**config.mk**
```make
export PLATFORM = sky130hd
export DESIGN_NAME = series_adder_stream_pipe
export DESIGN_NICKNAME = d
export VERILOG_FILES = /design/src/rtl/series_adder_stream_pipe.sv
export SDC_FILE = /design/constraint.sdc
export NUM_CORES = 1
export LEC_CHECK = 0
export CORE_MARGIN = 8
export CORE_UTILIZATION = 38
export CTS_BUF_LIST = sky130_fd_sc_hd__clkbuf_16
export DETAILED_ROUTE_END_ITERATION = 6
export GPL_ROUTABILITY_DRIVEN = 1
export GPL_TIMING_DRIVEN = 0
export HOLD_SLACK_MARGIN = 0.05
export PLACE_DENSITY_LB_ADDON = 0.25
export SLEW_MARGIN = 20
export SYNTH_ARGS = -nofsm -noshare
export SYNTH_HDL_FRONTEND = slang
export SYNTH_SLANG_ARGS = --single-unit
```
**constraint.sdc**
```tcl
create_clock -name clk -period 12.13 [get_ports clk]
set_clock_uncertainty 0.2 [all_clocks]
set_input_delay 1.213 -clock clk [delete_from_list [all_inputs] [get_ports clk]]
set_output_delay 1.213 -clock clk [all_outputs]
set_load 0.03 [all_outputs]
```
**src/rtl/series_adder_stream_pipe.sv**
```systemverilog
// Streaming vector summer: accepts an N-word vector, adds L words per clock,
// then holds the RW-bit sum on a valid/ready output until it is taken.
module series_adder_stream_pipe #(
    parameter int N = 8,
    parameter int W = 32,
    parameter int L = 1,
    localparam int RW = W + $clog2(N)
) (
    input  logic            clk,
    input  logic            rst_n,
    input  logic            data_vld,
    input  logic [N*W-1:0]  data_i,
    input  logic            signed_mode,
    output logic            data_rdy,
    output logic [RW-1:0]   result_o,
    output logic            result_vld,
    input  logic            result_rdy,
    output logic            busy
);

    localparam int IW = $clog2(N);

    // Guarded modulus keeps the check itself legal when L is zero.
    generate
        if ((L < 1) || (N < 2) || ((N % ((L < 1) ? 1 : L)) != 0)) begin : g_bad_params
            $error("series_adder_stream_pipe: need N >= 2, L >= 1 and N divisible by L");
        end
    endgenerate

    // Handshakes: a transfer happens on a rising edge where valid and ready
    // are both 1; valid holds its payload stable until that edge.
    typedef enum logic [1:0] {
        IDLE = 2'd0,
        ACC  = 2'd1,
        OUT  = 2'd2
    } state_t;

    state_t          state;
    state_t          state_nxt;
    logic [N*W-1:0]  data_q;
    logic            sign_q;
    logic [RW-1:0]   acc;
    logic [IW-1:0]   idx;
    logic [RW-1:0]   group_sum;
    logic [W-1:0]    word;
    logic            last_group;

    assign last_group = (idx == IW'(N - L));
    assign data_rdy   = (state == IDLE);
    assign busy       = (state != IDLE);

    always_comb begin
        group_sum = acc;
        word      = '0;
        for (int j = 0; j < L; j++) begin
            word = data_q[(int'(idx) + j) * W +: W];
            if (sign_q)
                group_sum = group_sum + {{(RW-W){word[W-1]}}, word};
            else
                group_sum = group_sum + {{(RW-W){1'b0}}, word};
        end
    end

    always_comb begin
        state_nxt = state;
        unique case (state)
            IDLE:    if (data_vld)   state_nxt = ACC;
            ACC:     if (last_group) state_nxt = OUT;
            OUT:     if (result_rdy) state_nxt = IDLE;
            default:                 state_nxt = IDLE;
        endcase
    end

    always_ff @(posedge clk) begin
        if (!rst_n)
            state <= IDLE;
        else
            state <= state_nxt;
    end

    always_ff @(posedge clk) begin
        if (!rst_n) begin
            data_q     <= '0;
            sign_q     <= 1'b0;
            acc        <= '0;
            idx        <= '0;
            result_o   <= '0;
            result_vld <= 1'b0;
        end else begin
            unique case (state)
                IDLE: begin
                    if (data_vld) begin
                        data_q <= data_i;
                        sign_q <= signed_mode;
                        acc    <= '0;
                        idx    <= '0;
                    end
                end
                ACC: begin
                    // The final group goes straight to the output register.
                    if (last_group) begin
                        result_o   <= group_sum;
                        result_vld <= 1'b1;
                    end else begin
                        acc <= group_sum;
                        idx <= idx + IW'(L);
                    end
                end
                OUT: begin
                    if (result_rdy)
                        result_vld <= 1'b0;
                end
                default: ;
            endcase
        end
    end

endmodule

```
**Yosys cells after proc, flatten, opt, wreduce, memory -nomap -nowiden**

Cells that the tools add are included.

- Flip-flop bits (word level): 333
- Input port bits: 261
- Output and inout port bits: 38
- Word-level logic and storage cells: 41

- Add/sub/neg operators: 3
- Equality and inequality tests: 7
- Shifts and indexed selects: 1
- Multiplexer cells: 14
- Reductions and logical operators: 9

Operators by type and width:

| kind | number |
|---|---|
| indexed part select 256 x 9 -> 32 bit | 1 |
| 2-to-1 mux 35 bit | 3 |
| one-hot mux 35 bit (2 select lines) | 1 |
| adder 35 x 32 -> 35 bit | 1 |
| adder 35 bit | 1 |
| AND reduction 3 bit | 3 |
| inequality test 2 bit (second input constant) | 4 |
| 2-to-1 mux 2 bit | 3 |
| 2-to-1 mux 3 bit | 2 |
| one-hot mux 2 bit (3 select lines) | 1 |
| one-hot mux 3 bit (2 select lines) | 1 |
| nonzero test 2 bit | 3 |
| AND reduction 2 bit | 2 |
| adder 3 x 1 -> 3 bit (second input constant) | 1 |
| equality test 3 bit (second input constant) | 1 |
| equality test 2 x 1 -> 1 bit (second input constant) | 1 |
| equality test 2 bit (second input constant) | 1 |
| zero test 2 bit | 1 |
| 2-to-1 mux 1 bit | 2 |
| one-hot mux 1 bit (2 select lines) | 1 |

**Logic depth before layout (Yosys ltp)**

Gate-level depths: netlist (run 1).

- Depth after elaboration: 5
- Mapped depth: 14
- Mapped depth without buffers: 11

**Worst setup path after synthesis (run 1)**

No wires, ideal clock.

- Path kind: register to register
- Start point: register idx[0]
- End point: register acc[28]
- Library setup time: 0.117 ns
- Arrival time: 3.712 ns
- Required time: 11.813 ns
- Setup slack: 8.100 ns
- Cell stages (with the launch flop): 14
- Buffers on the path: 2
- Clock period less this slack: 4.030 ns
- Cell sequence: dfxtp_1 buf_6 buf_2 mux4_2 mux2_2 ha_1 fa_1 a211oi_1 o21ai_1 a211oi_2 or3_1 a21oi_1 or3_1 a32o_1

- Longest elaborated chain between the ends: 5
- Elaborated cells on any way between the ends: 9
- Those cells by class: add/sub: 2; eq/ne: 2; shift: 1; mux: 3; reduce/logical: 1

RTL lines:

| element | line | text |
|---|---|---|
| start: declaration | 43 | `logic [IW-1:0] idx;` |
| start signal: assignment | 106 | `idx <= idx + IW'(L);` |
| indexed part select 256 x 9 -> 32 bit | 56 | `word = data_q[(int'(idx) + j) * W +: W];` |
| adder 35 x 32 -> 35 bit / adder 35 bit (equally long branches) | 60, 58 |  |
| 2-to-1 mux 35 bit | 57 | `if (sign_q)` |
| 2-to-1 mux 35 bit | 101 | `if (last_group) begin` |
| one-hot mux 35 bit (2 select lines) | 90 | `unique case (state)` |
| end signal: assignment | 105 | `acc <= group_sum;` |
| end: declaration | 42 | `logic [RW-1:0] acc;` |

Parallel ways exist; a longest one is shown, timed or not. The select of a mux whose other input is x is not followed.
A chain may end at the register's enable or synchronous reset.

**Worst setup path in the final report (run 1)**

- Start point: register idx[1]
- End point: register acc[34]

The elaborated chain is that of the path after synthesis.

==> results of run 1 <==
## layer usage
metal | GRT usage, % | wire (um)
met5 | 0 | 55
met4 | 8.81 | 2010
met3 | 4.55 | 3870
met2 | 39.7 | 27400
met1 | 31.0 | 25000
## cell usage after synthesis, types with 11 or more instances
master and n:
mux2_2 32, buf_2 12, clkbuf_1 108, nor2_1 59, xnor2_1 12, a22o_1 13
inv_1 11, nand4_1 12, buf_1 13, a21oi_1 326, o21ai_0 27, nand2_1 591
dfxtp_1 333, mux4_2 64, a22oi_1 12, a21o_1 11, ha_1 36
## sequential cells by signal (all words and copies together), names as in the netlist
signal	cells
data_q	256
acc	35
result_o	35
idx	3
state	2
result_vld	1
sign_q	1
## tightest hold or removal path: stages, from the launching register on
cell     delay, ns
dfxtp_1       0.30
nand2_1       0.05
a21oi_1       0.05
## cell type report
class / instances / area [um^2] / area share (%)
inverter: 12 / 45.0 / 0.224
buffer: 136 / 542 / 2.69
multi-input combinational: 1339 / 8040 / 40.0
timing repair buffer: 298 / 2980 / 14.8
clock inverter: 26 / 223 / 1.11
tap: 525 / 657 / 3.27
antenna: 1 / 2.50 / 0.0124
clock buffer: 38 / 951 / 4.73
sequential: 333 / 6670 / 33.1
## kinds of logic after synthesis
group                      count (synthesis)  synth area share, %
and+or+nand+nor                          719                 18.8
AOI/OAI and AO/OA                        461                 17.3
DFF                                      333                 43.6
buffers and inverters                    148                 3.84
muxes                                     99                 12.0
adders and majority gates                 37                 3.08
xor gates and xnor gates                  23                 1.42
## path summary, 6_finish.rpt
path / cells after the start / endpoint / slack (ns)
max: 13 / acc[34] / 6.97
min reg2reg: 2 / data_q[67] / 0.25
max reg2reg: 13 / acc[34] / 6.97
min: 2 / data_q[67] / 0.25
## power groups by stage
stage / sequential [mW] / clock, mW / combinational (mW)
2_1_floorplan: 1.19 / 0 / 0.216
3_3_place_gp: 1.20 / 0 / 0.400
3_5_place_dp: 1.20 / 0 / 0.403
4_1_cts: 1.18 / 1.11 / 0.405
5_1_grt: 1.19 / 1.16 / 0.438
6_report: 1.18 / 1.10 / 0.406
## per-stage QoR
stage | utilization, % | area, um^2
final | 50.6 | 20100
after floorplan | - | 15300
after detailed placement | 47.7 | 18900
after CTS | 50.6 | 20100
after global placement | 47.7 | 18900
after global routing | 50.6 | 20100
==> results.json, run 1 <==
{
  "cp_slowest_stage_delay_ns": 0.71,
  "rsz0062_at_grt": "false",
  "max_freq_mhz": 194,
  "synth_cell_types": 65,
  "min_period_over_period_pct": 42.5,
  "dpl.hpwl_mm": 46.8,
  "rows": 73,
  "drive_gt1_share_pct": 7.70,
  "slew_viol_final": 0,
  "finalWirelength_mm": 58.3,
  "cts_sinks": 333,
  "path_class": "register to register",
  "synth_top_flop_cell": "dfxtp_1",
  "cellLeakagePower_nw": 7.47,
  "first_global_vias": 14809,
  "avgRoutedWirePerCell_um": 21.5,
  "start_util_pct": 38.5,
  "path_max_fanout": 10,
  "cts.clk_slew.worst_paths_ns": 0.06,
  "cellPowerDensity_nw_per_um2": 134,
  "ant_nets": 0,
  "path_cells": "clkbuf_1 -> buf_1 -> mux4_2 -> mux2_2 -> ha_1 -> buf_2 -> nand4_1 -> nor3_1 -> and3_1 -> a21boi_0 -> nor2_1 -> xor2_1 -> a221o_1",
  "ir_worst_vdd_mv": 0.0711,
  "worst_slew_pin_slew_ns": 0.864,
  "grt_pass1_wl_mm": 87.7,
  "worstSetupStartpoint": "idx[1]",
  "area_delta_synth_final_pct": 31.5,
  "antenna_found_initial": 6,
  "tns_ns": 0,
  "postCtsHoldBufs": 0,
  "clockBufferDepth": 3,
  "final_cell_mix": "nand2_1 (591), dfxtp_1 (333), a21oi_1 (326)",
  "timing.rr.start": "idx[1]",
  "drc": 0,
  "routabilityCongestion": 0.906,
  "die_area_um2": 46900,
  "slew_headroom_pct": 42.4,
  "worstSkewPairLatency_ns": 0.55,
  "hold_slack_ns": 0.251,
  "mostFrequentLayoutCell": "nand2_1",
  "die_y_um": 217,
  "core_um2": 39700,
  "maxCapViolCount": 0,
  "avgSynthCellArea_um2": 8.40,
  "power_mw": 2.69,
  "overflow": 0,
  "hold_viol": 0,
  "crit_slowest_cell": "buf_1",
  "yosysTopAreaCell": "dfxtp_1",
  "grt_max_degree": 14,
  "setup_viol": 0,
  "die_w_um": 217,
  "critPathTopFamily": "buffers and inverters",
  "power_frac_seq_pct": 44.0,
  "yosysSeqAreaShare_pct": 43.6,
  "crit_buf_inv": 3,
  "status": "completed",
  "ys_ff_latch": 333,
  "yosys_warnings": 0,
  "cts_buffers": 38,
  "switchingPower_mw": 0.720,
  "num_vias": 14516,
  "drt-vias-per-instance": 5.36,
  "cts_tree": "done",
  "htree_levels": 2,
  "cp-end-kind": "register",
  "io-pin-count": 299,
  "fin_cells": 2708,
  "synth_nets": 2118,
  "layout.nets": 2456,
  "critPathLaunchType": "register",
  "firstDrtPassIters": 5,
  "root_buffer": "clkbuf_16",
  "fin_crit_ns": 5.16,
  "synthArstFlopShare_pct": 0,
  "pre_cts_ws_ns": 7.13,
  "synth_edf_count": 0,
  "track_usage_pct": 24.1,
  "p_sw_share_pct": 26.8,
  "hp-class": "register to register",
  "critPathRequiredTime_ns": 12.33,
  "n_fill_cell": 3815,
  "synth_top_area_share_pct": 43.6,
  "cts.repair.resized": 0,
  "postSynthCellCount": 1820,
  "cp.arrival_ns": 5.36,
  "drtIter0Drc": 1119,
  "fin_ws_ns": 6.97,
  "hp-start": "data_q[67]",
  "port_buffers": 298,
  "mappedNetlistArea_um2": 15300,
  "dp_cells": 2643,
  "intPower_mw": 1.97,
  "p_comb_share_pct": 15.1,
  "pwr-share-clk_pct": 40.9,
  "ys_top_cells_by_area": "dfxtp_1 (44%), nand2_1 (15%), a21oi_1 (11%)",
  "cts_setup_buffers": 0
}
(Power assumes the default switching activity.)
==> run 2: changes to the inputs <==
Clock period 12.13 ns to 4.9 ns, I/O delays scaled along.
==> run 2 against run 1 <==
  * Core utilization barely moved
  * Design area barely moved
  * Flip-flop and latch count did not move
  * Sequential share of layout area barely moved
  * Final cell count did not move
  * Largest power group unchanged
==> results.json, run 2 (synthesized netlist as in run 1, its figures left out) <==
{
  "top_regs": "data_q x256, acc x35, result_o x35",
  "critPathRequiredTime_ns": 5.13,
  "stdcell_area_um2": 20100,
  "top_register": "data_q",
  "layout.nets": 2456,
  "antenna_found_initial": 6,
  "drtIter0Drc": 1176,
  "dpl.hpwl_mm": 46.8,
  "cellPowerDensity_nw_per_um2": 331,
  "clockBufferDepth": 3,
  "mostFrequentLayoutCell": "nand2_1",
  "port_buffers": 298,
  "grt_pass1_wl_mm": 87.7,
  "min_path_cells": 2,
  "io-pin-count": 299,
  "critPathLaunchType": "register",
  "drc": 0,
  "core_um2": 39700,
  "htree_levels": 2,
  "cts_tree": "done",
  "ant_nets": 0,
  "overflow": 0,
  "drt-vias-per-instance": 5.38,
  "slew_viol_final": 0,
  "crit_buf_inv": 2,
  "ir_worst_vdd_mv": 0.176,
  "path_max_fanout": 10,
  "max_freq_mhz": 213,
  "rr_worst_depth": 13,
  "die_area_um2": 46900,
  "hold_viol": 0,
  "maxCapViolCount": 0,
  "rows": 73,
  "path_cells": "buf_6 -> buf_2 -> mux4_2 -> mux2_2 -> ha_1 -> fa_1 -> a211oi_1 -> o21ai_1 -> a211oi_2 -> or3_1 -> a21boi_0 -> or3_1 -> a32o_1",
  "highest_layer": "met5",
  "cellLeakagePower_nw": 7.50,
  "die_w_um": 217,
  "routabilityCongestion": 0.906,
  "fin_cells": 2708,
  "firstDrtPassIters": 5,
  "fin_ws_ns": 0.212,
  "placed_area_um2": 18900,
  "area_delta_synth_final_pct": 31.5,
  "die_y_um": 217,
  "finalWirelength_mm": 58.4,
  "worstSkewPairLatency_ns": 0.55,
  "hp-class": "register to register",
  "cts_sinks": 333,
  "largest_register_ffs": 256,
  "cts.clk_slew.worst_paths_ns": 0.06,
  "num_vias": 14566,
  "worst_slew_pin_slew_ns": 0.856,
  "pre_cts_ws_ns": -0.101,
  "crit_top_cell": "or3_1",
  "first_global_vias": 14809,
  "power_mw": 6.66,
  "avgRoutedWirePerCell_um": 21.6,
  "slew_headroom_pct": 42.7,
  "grt_max_degree": 14,
  "cp.arrival_ns": 4.91,
  "wl_met3_mm": 3.80,
  "wl_met2_mm": 27.4,
  "path_class": "register to register",
  "postCtsHoldBufs": 0,
  "drive_gt1_share_pct": 8.02,
  "fin_crit_ns": 4.69,
  "fin_util_pct": 50.6,
  "cp-end-kind": "register",
  "track_usage_pct": 24.1,
  "rsz0062_at_grt": "false",
  "dp_cells": 2643,
  "wl_met1_mm": 25.1,
  "final_cell_mix": "nand2_1 (591), dfxtp_1 (333), a21oi_1 (326)",
  "min_period_over_period_pct": 95.7,
  "status": "completed",
  "start_util_pct": 38.5,
  "critPathTopFamily": "compound AO/OA/AOI/OAI gates",
  "path_depth": 13,
  "crit_slowest_cell": "mux4_2",
  "setup_viol": 0,
  "cp_slowest_stage_delay_ns": 0.57,
  "root_buffer": "clkbuf_16",
  "cts_buffers": 38
}
run 2: changes by cell type in the layout (fill, tap and decap cells not counted):
cell and change:
buf_2 +2, clkbuf_2 +5, o21ai_0 -1, clkbuf_1 -5
o21ai_1 +1, buf_1 -2, a21boi_1 +1, a21boi_0 -1
run 2: area by class of cell:
cell class / instances / area [um^2]
fill: 3813 / 19600
clock buffer: 38 / 951
timing repair buffer: 298 / 2980
sequential: 333 / 6670
tap: 525 / 657
inverter: 12 / 45.0
antenna: 1 / 2.50
buffer: 136 / 551
multi-input combinational: 1339 / 8040
clock inverter: 26 / 223
run 2: path summary, 6_finish.rpt:
| path | endpoint | slack (ns) | from |
|---|---|---|---|
| max | result_o[24] | 0.21 | idx[0] |
| min | data_q[67] | 0.25 | data_q[67] |
| max reg2reg | result_o[24] | 0.21 | idx[0] |
| min reg2reg | data_q[67] | 0.25 | data_q[67] |
run 2: timing repair:
action	4_1_cts	5_1_grt
setup buffers	0	0
gates resized for setup	3	10
endpoints found under the setup margin	8	17
run 2: tightest hold or removal path, delay by kind of cell (launching register included):
kind             cells  cell delay [ns]
flip-flops           1             0.30
AND/OR/NAND/NOR      1             0.05
AO/OA/AOI/OAI        1             0.05
run 2: through the flow:
step           hold WS (ns)  TNS (ns)
3_3_place_gp          0.239   -0.0845
2_1_floorplan         0.232         0
5_1_grt               0.272         0
6_report              0.252         0
4_1_cts               0.253         0
3_5_place_dp          0.245    -0.221
run 2: where the power goes:
part	switching (mW)	leakage [nW]	total, mW	internal (mW)
Sequential	0.0764	2.73	2.93	2.85
Combinational	0.560	4.18	1.01	0.447
Clock	1.15	0.599	2.72	1.57
run 2: layer usage:
metal	global-route usage (%)	up-vias
met3	4.55	102
met4	8.81	8
met1	31.0	6964
met2	39.7	518
li1	-	6974
met5	0	-
==> run 3: changes to the inputs <==
Settings changed: SKIP_CTS_REPAIR_TIMING set to 1.
==> run 3 against run 2 <==
  * Combinational power about the same
  * Sequential power about the same
  * Total power about the same
  * Final cell count unchanged
  * Clock-buffer cell count unchanged
  * Design area unchanged
  * Register-to-register slack about the same
  * Fmax about the same
  * First-iteration DRC count down 0.51%
  * Largest cell class unchanged
  * Largest power group unchanged
  * Highest routed layer unchanged
==> results.json, run 3 (synthesized netlist as in run 1, its figures left out) <==
{
  "status": "completed",
  "timing.rr.start": "idx[0]",
  "root_buffer": "clkbuf_16",
  "die_w_um": 217,
  "drt-vias-per-instance": 5.38,
  "rsz0062_at_grt": "false",
  "cp-end-kind": "register",
  "hold_viol": 0,
  "port_buffers": 298,
  "firstDrtPassIters": 5,
  "hold_slack_ns": 0.252,
  "top_regs": "data_q x256, acc x35, result_o x35",
  "cts_sinks": 333,
  "ir_worst_vdd_mv": 0.176,
  "area_delta_synth_final_pct": 31.5,
  "cp.arrival_ns": 4.91,
  "crit_buf_inv": 2,
  "cellPowerDensity_nw_per_um2": 331,
  "critPathRequiredTime_ns": 5.12,
  "critPathTopFamily": "compound AO/OA/AOI/OAI gates",
  "rows": 73,
  "worst_slew_pin_slew_ns": 0.847,
  "max_freq_mhz": 213,
  "hp-class": "register to register",
  "drive_gt1_share_pct": 8.02,
  "first_global_vias": 14809,
  "fin_crit_ns": 4.69,
  "path_class": "register to register",
  "antenna_found_initial": 6,
  "final_cell_mix": "nand2_1 (591), dfxtp_1 (333), a21oi_1 (326)",
  "slew_viol_final": 0,
  "cp_slowest_stage_delay_ns": 0.57,
  "min_period_over_period_pct": 95.7,
  "mostFrequentLayoutCell": "nand2_1",
  "drc": 0,
  "grt_pass1_wl_mm": 87.7,
  "die_area_um2": 46900,
  "tns_ns": 0,
  "maxCapViolCount": 0,
  "htree_levels": 2,
  "fin_ws_ns": 0.209,
  "clockBufferDepth": 3,
  "cts_buffers": 38,
  "dpl.hpwl_mm": 46.8,
  "finalWirelength_mm": 58.4,
  "io-pin-count": 299,
  "setup_viol": 0,
  "num_vias": 14571,
  "crit_slowest_cell": "mux4_2",
  "worstSkewPairLatency_ns": 0.55,
  "pre_cts_ws_ns": -0.101,
  "drtIter0Drc": 1170,
  "layout.nets": 2456,
  "worstSetupStartpoint": "idx[0]",
  "track_usage_pct": 24.1,
  "grt_max_degree": 14,
  "die_y_um": 217,
  "fin_util_pct": 50.6,
  "largest_register_ffs": 256,
  "ant_nets": 0,
  "hp-start": "data_q[67]",
  "slew_headroom_pct": 43.3,
  "crit_top_cell": "or3_1",
  "rrSetupSlack_ns": 0.21,
  "path_max_fanout": 10,
  "top_register": "data_q",
  "fin_cells": 2708,
  "path_cells": "buf_6 -> buf_2 -> mux4_2 -> mux2_2 -> ha_1 -> fa_1 -> a211oi_1 -> o21ai_1 -> a211oi_2 -> or3_1 -> a21boi_0 -> or3_1 -> a32o_1",
  "start_util_pct": 38.5,
  "cts.clk_slew.worst_paths_ns": 0.06,
  "cellLeakagePower_nw": 7.50,
  "cts_tree": "done",
  "routabilityCongestion": 0.906,
  "dp_cells": 2643,
  "overflow": 0,
  "avgRoutedWirePerCell_um": 21.5,
  "core_um2": 39700,
  "critPathLaunchType": "register"
}
-- run 3: cell types whose count changed in the layout (fill, tap and decap cells not counted) --
cell and delta:
buf_2 -2, clkbuf_2 +2
-- run 3: area by class of cell --
class                   instances  area, um^2
diodes                          1        2.50
plain buffers                 136         551
clock buffers                  38         951
clock inverters                26         223
fillers                      3813       19600
inverters                      12        45.0
multi-input cells            1339        8040
flip-flops and latches        333        6670
well taps                     525         657
repair buffers                298        2980
-- run 3: per-stage QoR --
step | total power, mW | instance area [um^2]
floorplan | 3.49 | 15300
global placement | 3.97 | 18900
detailed placement | 3.98 | 18900
CTS | 6.69 | 20100
global route | 6.90 | 20100
finish | 6.66 | 20100
-- run 3: final timing paths --
check / endpoint / cells after the start
hold / removal: data_q[67] / 2
hold reg to reg: data_q[67] / 2
setup reg to reg: result_o[24] / 13
setup / recovery: result_o[24] / 13
-- run 3: power breakdown --
group | leakage (nW) | switching [mW] | internal, mW | total, mW
Combinational | 4.17 | 0.560 | 0.447 | 1.01
Clock | 0.599 | 1.15 | 1.57 | 2.72
Sequential | 2.73 | 0.0763 | 2.85 | 2.93
-- run 3: tightest hold or removal path: cells and delay by family, from the launching register on --
kind,cells,cell delay (ns)
flip-flops,1,0.30
AND/OR/NAND/NOR,1,0.05
AO/OA/AOI/OAI,1,0.05
-- run 3: metal layers --
metal  share of wire (%)  track usage, %
met3                 6.4            4.55
met1                  43            31.0
met5               0.094               0
met4                 3.4            8.81
met2                  47            39.7
